$ cat src/rtl/edd_pkg.sv
// Shared types and defaults for the theft alarm stage behind the EDD.
package edd_pkg;

  typedef enum logic [1:0] {
    IDLE,
    ARMING,
    ALARM,
    HOLD
  } state_t;

  localparam int THEFT_MAX_DEF = 9;

  typedef logic [2:0] upc_t;

  function automatic logic [3:0] sat_inc(
    input logic [3:0] v,
    input logic [3:0] max
  );
    return (v >= max) ? max : v + 4'd1;
  endfunction

endpackage

$ cat src/rtl/theft_alarm_ctrl_sync2.sv
// Two-flop synchronizer for asynchronous level inputs.
module sync2 (
  input  logic clk,
  input  logic reset_n,
  input  logic d,
  output logic q
);

  logic r_meta;
  logic r_sync;

  always_ff @(posedge clk or negedge reset_n) begin
    if (!reset_n) begin
      r_meta <= 1'b0;
      r_sync <= 1'b0;
    end else begin
      r_meta <= d;
      r_sync <= r_meta;
    end
  end

  assign q = r_sync;

endmodule

$ cat src/rtl/theft_alarm_ctrl.sv
// Glitch-filtered theft alarm with blinking LED, operator ack
// and a saturating BCD theft counter.
module theft_alarm_ctrl
  import edd_pkg::*;
#(
  parameter int STABLE_CYCLES = 4,
  parameter int BLINK_CYCLES  = 3,
  parameter int THEFT_MAX     = THEFT_MAX_DEF
) (
  input  logic       clk,
  input  logic       reset_n,
  input  logic       stolen_in,
  input  logic       discount_in,
  input  upc_t       upc,
  input  logic       ack,
  input  logic       clear_count,
  output logic       alarm,
  output logic       blink,
  output logic [3:0] theft_count,
  output upc_t       last_upc,
  output logic       discount_led
);

  localparam int SW = $clog2(STABLE_CYCLES);
  localparam int BW = (BLINK_CYCLES > 1) ? $clog2(BLINK_CYCLES) : 1;
  localparam logic [SW-1:0] S_LAST = SW'(STABLE_CYCLES - 1);
  localparam logic [BW-1:0] B_LAST = BW'(BLINK_CYCLES - 1);
  localparam logic [3:0]    C_MAX  = 4'(THEFT_MAX);

  logic          w_stolen_s;
  logic          w_discount_s;
  logic          w_ack_s;
  logic          w_ack_rise;
  logic          w_enter;
  state_t        r_state;
  state_t        w_next;
  logic [SW-1:0] r_stable_cnt;
  logic [SW-1:0] w_stable_nxt;
  logic [BW-1:0] r_blink_cnt;
  logic          r_blink;
  logic          r_ack_q;
  logic [3:0]    r_count;
  upc_t          r_last_upc;

  sync2 u_sync_stolen (
    .clk    (clk),
    .reset_n(reset_n),
    .d      (stolen_in),
    .q      (w_stolen_s)
  );

  sync2 u_sync_discount (
    .clk    (clk),
    .reset_n(reset_n),
    .d      (discount_in),
    .q      (w_discount_s)
  );

  sync2 u_sync_ack (
    .clk    (clk),
    .reset_n(reset_n),
    .d      (ack),
    .q      (w_ack_s)
  );

  assign w_ack_rise = w_ack_s & ~r_ack_q;

  always_comb begin
    w_next       = r_state;
    w_stable_nxt = r_stable_cnt;
    unique case (r_state)
      IDLE: begin
        if (w_stolen_s) begin
          w_next       = ARMING;
          w_stable_nxt = SW'(1);
        end
      end
      ARMING: begin
        if (!w_stolen_s) begin
          w_next       = IDLE;
          w_stable_nxt = '0;
        end else if (r_stable_cnt == S_LAST) begin
          w_next       = ALARM;
          w_stable_nxt = '0;
        end else begin
          w_stable_nxt = r_stable_cnt + SW'(1);
        end
      end
      ALARM: begin
        if (w_ack_rise) w_next = w_stolen_s ? HOLD : IDLE;
      end
      HOLD: begin
        if (!w_stolen_s) w_next = IDLE;
      end
      default: w_next = IDLE;
    endcase
  end

  assign w_enter = (r_state == ARMING) && (w_next == ALARM);

  always_ff @(posedge clk or negedge reset_n) begin
    if (!reset_n) begin
      r_state      <= IDLE;
      r_stable_cnt <= '0;
      r_ack_q      <= 1'b0;
    end else begin
      r_state      <= w_next;
      r_stable_cnt <= w_stable_nxt;
      r_ack_q      <= w_ack_s;
    end
  end

  always_ff @(posedge clk or negedge reset_n) begin
    if (!reset_n) begin
      r_blink     <= 1'b0;
      r_blink_cnt <= '0;
    end else if (w_enter) begin
      r_blink     <= 1'b1;
      r_blink_cnt <= '0;
    end else if (r_state == ALARM && w_next == ALARM) begin
      if (r_blink_cnt == B_LAST) begin
        r_blink     <= ~r_blink;
        r_blink_cnt <= '0;
      end else begin
        r_blink_cnt <= r_blink_cnt + BW'(1);
      end
    end else begin
      r_blink     <= 1'b0;
      r_blink_cnt <= '0;
    end
  end

  // clear wins over a same-edge increment
  always_ff @(posedge clk or negedge reset_n) begin
    if (!reset_n) begin
      r_count    <= '0;
      r_last_upc <= '0;
    end else begin
      if (clear_count) r_count <= '0;
      else if (w_enter) r_count <= sat_inc(r_count, C_MAX);
      if (w_enter) r_last_upc <= upc;
    end
  end

  assign alarm        = (r_state == ALARM);
  assign blink        = r_blink;
  assign theft_count  = r_count;
  assign last_upc     = r_last_upc;
  assign discount_led = w_discount_s;

endmodule

$ cat config.mk
export PLATFORM = sky130hd
export DESIGN_NAME = theft_alarm_ctrl
export DESIGN_NICKNAME = d
export VERILOG_FILES = /design/src/rtl/edd_pkg.sv /design/src/rtl/theft_alarm_ctrl_sync2.sv /design/src/rtl/theft_alarm_ctrl.sv
export SDC_FILE = /design/constraint.sdc
export NUM_CORES = 1
export LEC_CHECK = 0
export BUFFER_PORTS_ARGS = -buffer_cell sky130_fd_sc_hd__buf_4
export CAP_MARGIN = 20
export CORE_MARGIN = 2
export CORE_UTILIZATION = 47
export CTS_CLUSTER_SIZE = 10
export DETAILED_ROUTE_END_ITERATION = 8
export GPL_ROUTABILITY_DRIVEN = 0
export PLACE_DENSITY = 0.73
export SLEW_MARGIN = 20
export SYNTH_ARGS = -nofsm -noshare
export SYNTH_HDL_FRONTEND = slang
export SYNTH_SLANG_ARGS = --single-unit
$ cat constraint.sdc
create_clock -name clk -period 3.6 [get_ports clk]
set_clock_uncertainty 0.05 [all_clocks]
set_input_delay 0.54 -clock clk [delete_from_list [all_inputs] [get_ports clk]]
set_output_delay 0.54 -clock clk [all_outputs]
set_load 0.01 [all_outputs]
==> flow_results.xml <==
<?xml version="1.0" encoding="UTF-8"?>
<metrics>
  <group name="logic_synthesis">
    <metric name="syn_avg_cell_area" unit="sq um">11.5</metric>
    <metric name="post_synth_instance_area" unit="sq um">860</metric>
    <metric name="synth.net_count" unit="">88</metric>
    <metric name="synth-seq-cells" unit="">21</metric>
    <metric name="synth.yosys.seq_area_share" unit="%">61.1</metric>
    <metric name="synth.distinct_cells" unit="">24</metric>
    <metric name="yosys-top-cells-area" unit="">dfrtp_1 61%, ha_1 5.8%, nand2_1 5.2%, inv_1 3.1%, a21oi_1 2.3%</metric>
    <metric name="synth.yosys.warnings" unit="">0</metric>
    <metric name="syn_inst_count" unit="">75</metric>
    <metric name="synthDominantAreaCellType" unit="">dfrtp_1</metric>
    <metric name="synth_top_area_share" unit="%">61.1</metric>
  </group>
  <group name="timing">
    <metric name="grt_setup_unrepaired" unit="">false</metric>
    <metric name="finalWorstPathRequiredPeriod" unit="ps">1780</metric>
    <metric name="clock.fmax" unit="MHz">562</metric>
    <metric name="period_utilization_post_route" unit="%">49.4</metric>
    <metric name="post-route-worst-setup-slack" unit="ps">1820</metric>
    <metric name="final-max-slew-violation-count" unit="">0</metric>
    <metric name="fin_hold_ws" unit="ps">42.7</metric>
    <metric name="timing_worst_slew_pin_value" unit="ps">456</metric>
    <metric name="timing.setup.tns" unit="ps">0</metric>
    <metric name="hold_viol_final" unit="">0</metric>
    <metric name="slew_headroom" unit="%">69.4</metric>
    <metric name="timing.final.setup_violations" unit="">0</metric>
  </group>
  <group name="worst_setup_path">
    <metric name="timing.rr.start" unit="">r_stable_cnt[0]</metric>
    <metric name="timing.setup.critical_path_class" unit="">reg2out</metric>
    <metric name="regToRegSetupSlack" unit="ps">2080</metric>
    <metric name="cp_max_fo" unit="">7</metric>
    <metric name="worst_r2r_endpoint" unit="">theft_count[1]</metric>
    <metric name="timing.critical_path.required" unit="ps">3010</metric>
    <metric name="startpoint_type" unit="">register</metric>
    <metric name="timing.critical_path.arrival" unit="ps">1190</metric>
    <metric name="end_kind" unit="">output port</metric>
    <metric name="rr_worst_depth" unit="">4</metric>
  </group>
  <group name="detailed_routing">
    <metric name="vias_per_cell" unit="">4.92</metric>
    <metric name="antenna_left" unit="">0</metric>
    <metric name="routed_wl" unit="um">1340</metric>
    <metric name="routedWlPerCell" unit="um">11.1</metric>
    <metric name="firstDrtPassIters" unit="">4</metric>
    <metric name="drc_errors" unit="">0</metric>
    <metric name="first_iter_violations" unit="">2</metric>
    <metric name="vias" unit="">595</metric>
  </group>
  <group name="clocking">
    <metric name="cts.sinks" unit="">21</metric>
    <metric name="tritoncts" unit="">done</metric>
    <metric name="cts_resized" unit="">0</metric>
    <metric name="clock_tree.root_cell" unit="">clkbuf_4</metric>
    <metric name="clock_latency_at_the_later_pin_of_the_worst_skew_pair" unit="ps">300</metric>
    <metric name="cts.hold.buffers_added" unit="">0</metric>
    <metric name="post_cts.repair.setup_buffers" unit="">0</metric>
    <metric name="clkTransAtPathRegs" unit="ps">110</metric>
    <metric name="cts_max_path_buffers" unit="">2</metric>
    <metric name="numCtsBuffers" unit="">3</metric>
    <metric name="cts_max_level" unit="">1</metric>
  </group>
  <group name="flow_run">
    <metric name="drv.max_cap_violation_count" unit="">0</metric>
  </group>
  <group name="power">
    <metric name="power-per-cell-area" unit="nW/um^2">528</metric>
    <metric name="p_leak" unit="uW">0.000523</metric>
    <metric name="irDropWorstVdd" unit="mV">0.331</metric>
  </group>
  <group name="global_routing">
    <metric name="number_of_antenna_violations_at_the_first_check_in_global_routing" unit="">0</metric>
    <metric name="vias_in_the_first_global_route" unit="">532</metric>
    <metric name="grt_pass1_wl" unit="um">2240</metric>
    <metric name="gr-usage-all-layers" unit="%">14.7</metric>
    <metric name="grt_start_max_net_pins" unit="">22</metric>
    <metric name="gr-total-overflow" unit="">0</metric>
  </group>
  <group name="layout">
    <metric name="post_layout_nonfiller_instances" unit="">121</metric>
    <metric name="area_growth" unit="%">21.5</metric>
    <metric name="drive_above_1_share" unit="%">26.0</metric>
    <metric name="antennaDiodeCount" unit="">0</metric>
    <metric name="final_instance_area" unit="sq um">1040</metric>
    <metric name="nNetsFinal" unit="">110</metric>
  </group>
  <group name="worst_hold_path">
    <metric name="worstHoldPathType" unit="">in2async</metric>
  </group>
  <group name="floorplan">
    <metric name="core_area" unit="sq um">1730</metric>
    <metric name="floorplan.die.width" unit="um">46.8</metric>
    <metric name="die_height" unit="um">46.8</metric>
    <metric name="initial_core_util" unit="%">49.8</metric>
    <metric name="dieArea" unit="sq um">2190</metric>
    <metric name="rows" unit="">15</metric>
    <metric name="boundaryPins" unit="">19</metric>
  </group>
  <group name="placement">
    <metric name="placedInstanceArea" unit="sq um">1010</metric>
    <metric name="numPlacedInstances" unit="">117</metric>
    <metric name="detailedPlacementHpwl" unit="um">1030</metric>
    <metric name="dp_slack" unit="ps">2090</metric>
    <metric name="buffers_on_ports" unit="">18</metric>
  </group>
  <group name="outcome">
    <metric name="status" unit="">complete, no violations</metric>
  </group>
</metrics>
[Yosys cell counts, drive strengths merged]
cell and instances:
dfrtp 21, nand2 12, inv 7, a21oi 4
ha 4, o21ai 4, a31oi 3, a32o 2
and3 2, nand3 2, nor2 2, nor3 2
a41oi 1, and2b 1, and4b 1, buf 1
nand2b 1, nand3b 1, nand4b 1, nor2b 1
nor4b 1, o31ai 1
[worst max-delay path by stage]
stage | start | to | slack, ps | depth (start not counted)
final | r_state[0] | alarm | 1820 | 2
after global routing | r_state[1] | alarm | 1740 | 2
after CTS | r_state[1] | alarm | 1800 | 2
after detailed placement | r_stable_cnt[0] | theft_count[1] | 2090 | 4
after global placement | r_stable_cnt[0] | theft_count[1] | 2110 | 4
after floorplan | r_stable_cnt[0] | theft_count[1] | 2150 | 5
[stage by stage]
stage	total power [uW]	util [%]
after floorplan	384	-
after global placement	442	58.8
after detailed placement	450	58.8
after CTS	563	60.5
after global routing	593	60.5
final	552	60.5
[worst max-delay path, stage by stage (launching register included)]
cell and delay [ps]:
dfrtp_1 460, nor2b_1 260, buf_4 170
[routing by layer]
layer | vias to the layer above | routed length [um] | track usage, %
met5 | - | 0 | 0
li1 | 301 | - | -
met3 | 2 | 82 | 2.31
met4 | 0 | 10 | 8.33
met1 | 276 | 615 | 21.1
met2 | 16 | 634 | 21.1
[power breakdown]
group | leakage (uW) | internal (uW) | switching (uW)
Clock | 0.0000139 | 42.3 | 68.6
Sequential | 0.000264 | 278 | 30.8
Combinational | 0.000245 | 66.8 | 65.5
Total | 0.000523 | 387 | 165
[sequential cells by signal (all words and copies together) (netlist names), 2 cells and up]
signal / count
last_upc: 3
r_stable_cnt: 2
r_blink_cnt: 2
theft_count: 4
r_state: 2
[area by class of cell]
type	count	area, sq um
Sequential cell	21	526
Inverter	7	26.3
Tap cell	25	31.3
Multi-Input combinational cell	46	297
Clock buffer	3	22.5
Clock inverter	1	7.51
Fill cell	164	682
Timing Repair Buffer	18	135
[cell usage in the layout (no fill, tap or decap), types with 2 or more instances in the layout]
cell / count
nand3_1: 2
and3_1: 2
nand2_1: 12
a21oi_1: 4
nor2_1: 2
inv_1: 7
clkbuf_4: 3
o21ai_0: 3
nor3_1: 2
dfrtp_1: 21
buf_4: 18
a31oi_1: 3
ha_1: 4
[kinds of logic after synthesis]
group	share of synthesized area [%]
AND/OR/NAND/NOR	17.0
flip-flops	61.1
AO/OA/AOI/OAI	11.6
buffers and inverters	4.37
adder cells (fa/ha/maj)	5.82
No activity file was read; power rests on OpenSTA's default activity.
